File: config.mk
export PLATFORM = sky130hd
export DESIGN_NAME = eluks_byte_server
export DESIGN_NICKNAME = d
export VERILOG_FILES = /design/src/rtl/eluks_byte_server.sv
export SDC_FILE = /design/constraint.sdc
export NUM_CORES = 2
export LEC_CHECK = 0
export CORE_ASPECT_RATIO = 0.7
export CORE_MARGIN = 2
export CORE_UTILIZATION = 45
export CTS_BUF_LIST = sky130_fd_sc_hd__clkbuf_16
export DETAILED_ROUTE_END_ITERATION = 12
export SETUP_SLACK_MARGIN = 0.15
export SLEW_MARGIN = 20
export SYNTH_ARGS = -nofsm -noshare
export SYNTH_HDL_FRONTEND = slang
export SYNTH_SLANG_ARGS = --single-unit
export TNS_END_PERCENT = 20
File: constraint.sdc
create_clock -name clk -period 3.5 [get_ports clk]
set_clock_uncertainty 0.2 [all_clocks]
set_input_delay 0.7 -clock clk [delete_from_list [all_inputs] [get_ports clk]]
set_output_delay 0.7 -clock clk [all_outputs]
set_load 0.005 [all_outputs]
File: src/rtl/eluks_byte_server.sv
// ---------------------------------------------------------------------------
// eluks_byte_server
//
// Byte-granular read responder for the encrypted-volume read path. A reader
// task asks for one byte at a time; this block serves them from an internal
// block buffer. It fetches whole SD blocks through the SPI block interface and
// automatically fetches the next sequential block once the current one has
// been consumed.
//
// Ports
//   clk            system clock
//   rst_n          asynchronous active-low reset
//   start          pulse: begin streaming at base_addr (honoured only in IDLE)
//   base_addr      first block address, sampled on an accepted start
//   r_byte         byte request pulse (honoured only when busy=0 and ready=1)
//   data_out       served byte, held until the next accepted request
//   busy           request in progress / refilling / error
//   ready          buffer holds unserved bytes
//   r_block        one-cycle block read command to the SPI controller
//   block_addr     block address for r_block, stable through the fill
//   spi_busy       SPI controller busy
//   spi_data       byte from the SPI controller
//   spi_data_valid spi_data valid this cycle
//   bytes_served   bytes delivered since start (wraps mod 2^32)
//   error          sticky error flag (timeout, overrun or short block)
// ---------------------------------------------------------------------------
module eluks_byte_server #(
    parameter int BLOCK_BYTES    = 512,
    parameter int TIMEOUT_CYCLES = 1000000
) (
    input  logic        clk,
    input  logic        rst_n,
    input  logic        start,
    input  logic [31:0] base_addr,
    input  logic        r_byte,
    output logic [7:0]  data_out,
    output logic        busy,
    output logic        ready,
    output logic        r_block,
    output logic [31:0] block_addr,
    input  logic        spi_busy,
    input  logic [7:0]  spi_data,
    input  logic        spi_data_valid,
    output logic [31:0] bytes_served,
    output logic        error
);

    localparam int IDX_W = $clog2(BLOCK_BYTES);
    // The write index must be able to hold BLOCK_BYTES itself (block full).
    localparam int CNT_W = IDX_W + 1;
    localparam int TO_W  = $clog2(TIMEOUT_CYCLES + 1);

    localparam logic [CNT_W-1:0] FILL_FULL = CNT_W'(BLOCK_BYTES);
    localparam logic [IDX_W-1:0] RD_LAST   = IDX_W'(BLOCK_BYTES - 1);
    localparam logic [TO_W-1:0]  TO_LAST   = TO_W'(TIMEOUT_CYCLES - 1);

    typedef enum logic [2:0] {
        S_IDLE,
        S_LOAD,
        S_WAIT_SPI,
        S_FILL,
        S_SERVE,
        S_ERROR
    } state_t;

    state_t            state_reg;
    logic [31:0]       cur_addr_reg;
    logic [CNT_W-1:0]  wr_idx_reg;
    logic [IDX_W-1:0]  rd_idx_reg;
    logic [TO_W-1:0]   timeout_reg;
    logic [7:0]        data_out_reg;
    logic              busy_reg;
    logic              ready_reg;
    logic              r_block_reg;
    logic [31:0]       block_addr_reg;
    logic [31:0]       bytes_served_reg;
    logic              error_reg;

    // Block buffer: written only in FILL, read only in SERVE.
    logic [7:0] buffer [BLOCK_BYTES];

    logic              wr_full;
    logic              buf_we;
    logic [CNT_W-1:0]  fill_count;
    logic              fill_overrun;
    logic              fill_short;
    logic              wait_expired;
    logic              to_error;
    logic              accept;

    always_comb begin
        wr_full      = (wr_idx_reg == FILL_FULL);
        buf_we       = (state_reg == S_FILL) && spi_data_valid && !wr_full;
        // A byte arriving in the same cycle spi_busy falls still counts.
        fill_count   = wr_idx_reg + CNT_W'(buf_we);
        fill_overrun = (state_reg == S_FILL) && spi_data_valid && wr_full;
        fill_short   = (state_reg == S_FILL) && !fill_overrun && !spi_busy
                       && (fill_count != FILL_FULL);
        wait_expired = (state_reg == S_WAIT_SPI) && !spi_busy
                       && (timeout_reg == TO_LAST);
        to_error     = fill_overrun || fill_short || wait_expired;
        // busy_reg is high in SERVE only during the response cycle.
        accept       = (state_reg == S_SERVE) && r_byte && !busy_reg;
    end

    // Buffer write port kept reset-free so it maps onto block RAM.
    always_ff @(posedge clk) begin
        if (buf_we) begin
            buffer[wr_idx_reg[IDX_W-1:0]] <= spi_data;
        end
    end

    always_ff @(posedge clk or negedge rst_n) begin
        if (!rst_n) begin
            state_reg        <= S_IDLE;
            cur_addr_reg     <= '0;
            wr_idx_reg       <= '0;
            rd_idx_reg       <= '0;
            timeout_reg      <= '0;
            data_out_reg     <= '0;
            busy_reg         <= 1'b0;
            ready_reg        <= 1'b0;
            r_block_reg      <= 1'b0;
            block_addr_reg   <= '0;
            bytes_served_reg <= '0;
            error_reg        <= 1'b0;
        end else begin
            // r_block is a single-cycle pulse, only raised on entry to LOAD.
            r_block_reg <= 1'b0;

            if (to_error) begin
                state_reg <= S_ERROR;
                error_reg <= 1'b1;
                busy_reg  <= 1'b1;
                ready_reg <= 1'b0;
            end else begin
                case (state_reg)
                    S_IDLE: begin
                        if (start) begin
                            cur_addr_reg     <= base_addr;
                            block_addr_reg   <= base_addr;
                            bytes_served_reg <= '0;
                            r_block_reg      <= 1'b1;
                            busy_reg         <= 1'b1;
                            state_reg        <= S_LOAD;
                        end
                    end

                    S_LOAD: begin
                        wr_idx_reg  <= '0;
                        timeout_reg <= '0;
                        state_reg   <= S_WAIT_SPI;
                    end

                    S_WAIT_SPI: begin
                        if (spi_busy) begin
                            state_reg <= S_FILL;
                        end else begin
                            timeout_reg <= timeout_reg + TO_W'(1);
                        end
                    end

                    S_FILL: begin
                        if (buf_we) begin
                            wr_idx_reg <= wr_idx_reg + CNT_W'(1);
                        end
                        // Short blocks were diverted to ERROR above.
                        if (!spi_busy) begin
                            rd_idx_reg   <= '0;
                            cur_addr_reg <= cur_addr_reg + 32'd1;
                            ready_reg    <= 1'b1;
                            busy_reg     <= 1'b0;
                            state_reg    <= S_SERVE;
                        end
                    end

                    S_SERVE: begin
                        if (busy_reg) begin
                            busy_reg <= 1'b0;
                        end else if (accept) begin
                            data_out_reg     <= buffer[rd_idx_reg];
                            rd_idx_reg       <= rd_idx_reg + IDX_W'(1);
                            bytes_served_reg <= bytes_served_reg + 32'd1;
                            busy_reg         <= 1'b1;
                            if (rd_idx_reg == RD_LAST) begin
                                // Last byte of the block: refill straight
                                // away; busy stays high until SERVE again.
                                ready_reg      <= 1'b0;
                                r_block_reg    <= 1'b1;
                                block_addr_reg <= cur_addr_reg;
                                state_reg      <= S_LOAD;
                            end
                        end
                    end

                    S_ERROR: begin
                        error_reg <= 1'b1;
                        busy_reg  <= 1'b1;
                        ready_reg <= 1'b0;
                    end

                    default: begin
                        state_reg <= S_IDLE;
                    end
                endcase
            end
        end
    end

    assign data_out     = data_out_reg;
    assign busy         = busy_reg;
    assign ready        = ready_reg;
    assign r_block      = r_block_reg;
    assign block_addr   = block_addr_reg;
    assign bytes_served = bytes_served_reg;
    assign error        = error_reg;

endmodule

==> summary.md <==
| Metric | Value |
|---|---|
| Area growth from synthesis to final layout | `20.3%` |
| Most numerous cell on the critical path | `buf_12` |
| FP Rows | `187` |
| Final Max Slew Viols | `0` |
| Count of clock tree sinks | `4,246` |
| Total Routing Usage GR | `26.9%` |
| Crit Path Class | `flop to flop` |
| Slowest CP cell | `nor3_1` |
| Max Cap Violations | `0` |
| Worst max-slew margin expressed relative to the limit | `30.5%` |
| Worst flop-to-flop path startpoint | `rd_idx_reg[0]` |
| Crit path launch | `rd_idx_reg[0]` |
| Synth Flop Type | `edfxtp_1` |
| Global routing met2 resource utilization | `38.1%` |
| Proportion of synthesized flip-flops having asynchronous set or reset | `3.53%` |
| Violations in the final reports | `setup timing` |
| Cell Area, Synth | `0.168 mm^2` |
| First-pass GRT wire length | `726,000 um` |
| GR Overflow Total | `0` |
| Final setup violation count | `60` |
| Number of enable-type register cells in the synthesized netlist | `4,096` |
| Unrepaired setup endpoints after global routing | `true` |
| Net count after synthesis | `8,896` |
| Number of nets in the layout | `10,600` |
| Clock slew at the register clock pins of the worst setup and hold paths | `0.06 ns` |
| Number of I/O pins | `122` |
| Hold Path Class | `primary input to async pin` |
| Least setup slack across all paths after layout | `-0.256 ns` |
| Number of DRC violations after detailed-routing iteration 0 | `15,200` |
| Count of cell types in the netlist | `90` |
| Pin count of the biggest net entering global routing | `135` |
| Core area | `0.372 mm^2` |
| Met1 usage in global routing | `41.4%` |
| Number of synthesized register bits | `4,246` |
| Met3 GRT Util | `7.60%` |
| Post-route fraction of the period consumed by the critical path | `107%` |
| Total routed wirelength | `517,000 um` |
| Avg Vias per Cell | `6.19` |
| Total number of yosys warnings | `0` |
| Chip Width | `735 um` |
| Sequential share of the synthesized area | `75.3%` |
| Later-pin clock latency in the skew report | `0.95 ns` |
| Top-area cell type share of the netlist area | `73.1%` |
| Height of the chip | `516 um` |
| Antenna Violating Nets Remaining | `0` |
| Final hold vios | `0` |
| Top-count cell post-synth | `edfxtp_1` |
| Post-synthesis cell count | `8,839` |
| Static leakage | `65.5 nW` |
| Total of fill cells in the finished design | `28,500` |
| Sequential cell area | `0.127 mm^2` |
| Root Driver | `clkbuf_16` |
| Total number of vias | `97,500` |
| Final RePlAce weighted congestion | `0.921` |
| Max FFs per register | `4,096` |
| Design Power | `142 mW` |
| Leading area contributor after synthesis | `edfxtp_1` |
| Average size of a mapped cell | `19.0 um^2` |
| Area taken by multi-input logic gates | `0.0396 mm^2` |
| Pwr dens | `699 mW/mm^2` |
| Largest fanout on the critical path | `11` |
| CP peak stage delay | `0.84 ns` |
| Initial standard-cell utilization of the core | `45.3%` |
| Transition time at the pin with the least slew margin | `1.04 ns` |
| DPL Wire Length | `339,000 um` |
| Timing-limited maximum frequency | `266 MHz` |
| Status | `finished with violations` |
| Post-layout min period | `3.76 ns` |
| Via count of the first global-routing pass | `94,600` |
| Worst path top cell family by delay | `simple AND/OR/NAND/NOR gates` |
| Kind of launch point of the worst setup path | `flop` |
| Cell Chain, Critical Path | `buf_12 > buf_16 > buf_12 > buf_16 > buf_12 > mux2i_1 > o22ai_1 > a2111oi_1 > nor3_1 > a32oi_1 > nor2_1 > a2111o_1` |
| Drt pass-1 iters | `8` |
| Count of H-tree levels built during CTS | `5` |
| Total CTS buffers | `395` |
| Maximum ir drop on the vdd rail | `0.446 mV` |
| Port bufs | `121` |
| Residual DRC | `0` |
| Nature of the critical path endpoint | `flop` |
| Buffering stage count on the worst path with inverters included | `5` |
| Pre-CTS WS | `-1.21 ns` |
| Number of antenna violations at the first check in global routing | `38` |
| Max Root-Sink Buffers | `4` |
| Required time of the critical path | `4.19 ns` |
| Leading post-synthesis cells by instance count | `4,096 x edfxtp_1, 722 x mux2i_1, 716 x mux4_2` |
| Avg WL per Cell | `32.8 um` |
| Busiest grt layer | `met1` |
| Die outline area | `0.379 mm^2` |
| Worst endpoint data arrival time | `4.45 ns` |
| Share of final-layout standard cells stronger than drive strength 1 | `30.4%` |
| CTS tree | `built` |
| Most area-consuming cells after synthesis | `edfxtp_1 73%, mux4_2 9.6%, mux2i_1 4.3%` |
-- placed cells by master (no fill, tap or decap), types with 21 or more instances in the layout --
| cell | n |
|---|---|
| edfxtp_1 | 4096 |
| buf_4 | 1456 |
| mux2i_1 | 718 |
| mux4_2 | 718 |
| nor2_1 | 697 |
| clkbuf_16 | 401 |
| nand2_1 | 267 |
| o221ai_1 | 228 |
| a21oi_1 | 222 |
| buf_12 | 181 |
| o22ai_1 | 176 |
| dfrtp_1 | 142 |
| o21ai_0 | 113 |
| clkdlybuf4s50_1 | 112 |
| clkinv_1 | 95 |
| nor3_1 | 92 |
| clkinv_2 | 76 |
| inv_1 | 72 |
| nand3_1 | 60 |
| buf_6 | 48 |
| nand4_1 | 38 |
| bufinv_16 | 38 |
| a21oi_2 | 25 |
| a31oi_1 | 25 |
| xor2_1 | 24 |
| or3_1 | 24 |
| a211oi_1 | 24 |
| a22oi_1 | 23 |
| xnor2_1 | 23 |
| buf_8 | 23 |
| clkinvlp_4 | 22 |
| nor3_2 | 21 |
| nand2_4 | 21 |
| mux2_2 | 21 |
-- what timing repair did --
| item | in CTS | in global routing |
|---|---|---|
| setup buffers | 80 | 12 |
| pin swaps | 100 | 36 |
| hold buffers | 4 | 0 |
| endpoints found under the hold margin | 187 | 0 |
| gates resized for setup | 341 | 62 |
| cloned | 16 | 0 |
| setup endpoints to repair | 219 | 80 |
-- area by class of cell --
cell class                      count  share of cell area (%)
Clock inverter                    308                    1.23
Sequential cell                  4246                    62.6
Inverter                           19                  0.0439
Multi-Input combinational cell   4014                    19.5
Clock buffer                      401                    4.95
Timing Repair Buffer             1850                    8.57
Antenna cell                       14                  0.0173
Tap cell                         4914                    3.04
-- cell families after synthesis --
group                      count (synthesis)  synth area share [%]
DFF                                     4246                  75.3
muxes                                   1474                  14.2
adders and majority gates                 11                0.0818
buffers and inverters                    579                  2.10
AOI/OAI and AO/OA                       1081                  4.38
and+or+nand+nor                         1400                  3.64
xor gates and xnor gates                  48                 0.250
-- path summary, 6_finish.rpt --
check | slack [ns] | end | cells past startpoint
setup / recovery | -0.26 | data_out[6] | 12
hold / removal | 0.07 | block_addr[31] | 2
setup reg to reg | -0.26 | data_out[6] | 12
hold reg to reg | 0.30 | error | 2
max in group asynchronous | 2.24 | cur_addr_reg[8] | 3
min in group clk | 0.08 | buffer[479][3] | 1
-- worst register-to-register path, stage by stage, from the launching register on --
cell and delay [ns]:
dfrtp_4 0.50, buf_12 0.17, buf_16 0.18, buf_12 0.17, buf_16 0.16, buf_12 0.17, mux2i_1 0.12, o22ai_1 0.38
a2111oi_1 0.13, nor3_1 0.84, a32oi_1 0.23, nor2_1 0.31, a2111o_1 0.16
-- metrics by stage --
stage                     std cells  utilization, %  setup TNS, ns  hold slack [ns]  instance area, um^2
after floorplan                8839               -              0            0.204               168000
after global placement        14900            50.3         -26.01            0.272               187000
after detailed placement      14900            50.3         -28.17            0.278               187000
after CTS                     15700            54.4          -2.19           0.0353               202000
after global routing          15800            54.5         -11.02           0.0637               202000
final                         15800            54.5          -6.86           0.0728               203000
-- routing by layer --
layer | vias to the layer above | share of wire (%) | routed length (um)
met5 | - | 0.016 | 81
met4 | 12 | 2.5 | 12700
met3 | 739 | 14 | 69900
met2 | 6126 | 42 | 219000
met1 | 51000 | 42 | 215000
li1 | 39600 | - | -
-- where the power goes --
group / internal (mW) / leakage [nW] / switching (mW)
Clock: 23.6 / 6.35 / 19.1
Combinational: 17.7 / 20.5 / 24.4
Sequential: 56.2 / 38.7 / 0.757
Total: 97.5 / 65.5 / 44.2
Note: power is estimated with default switching activity, not from simulation.
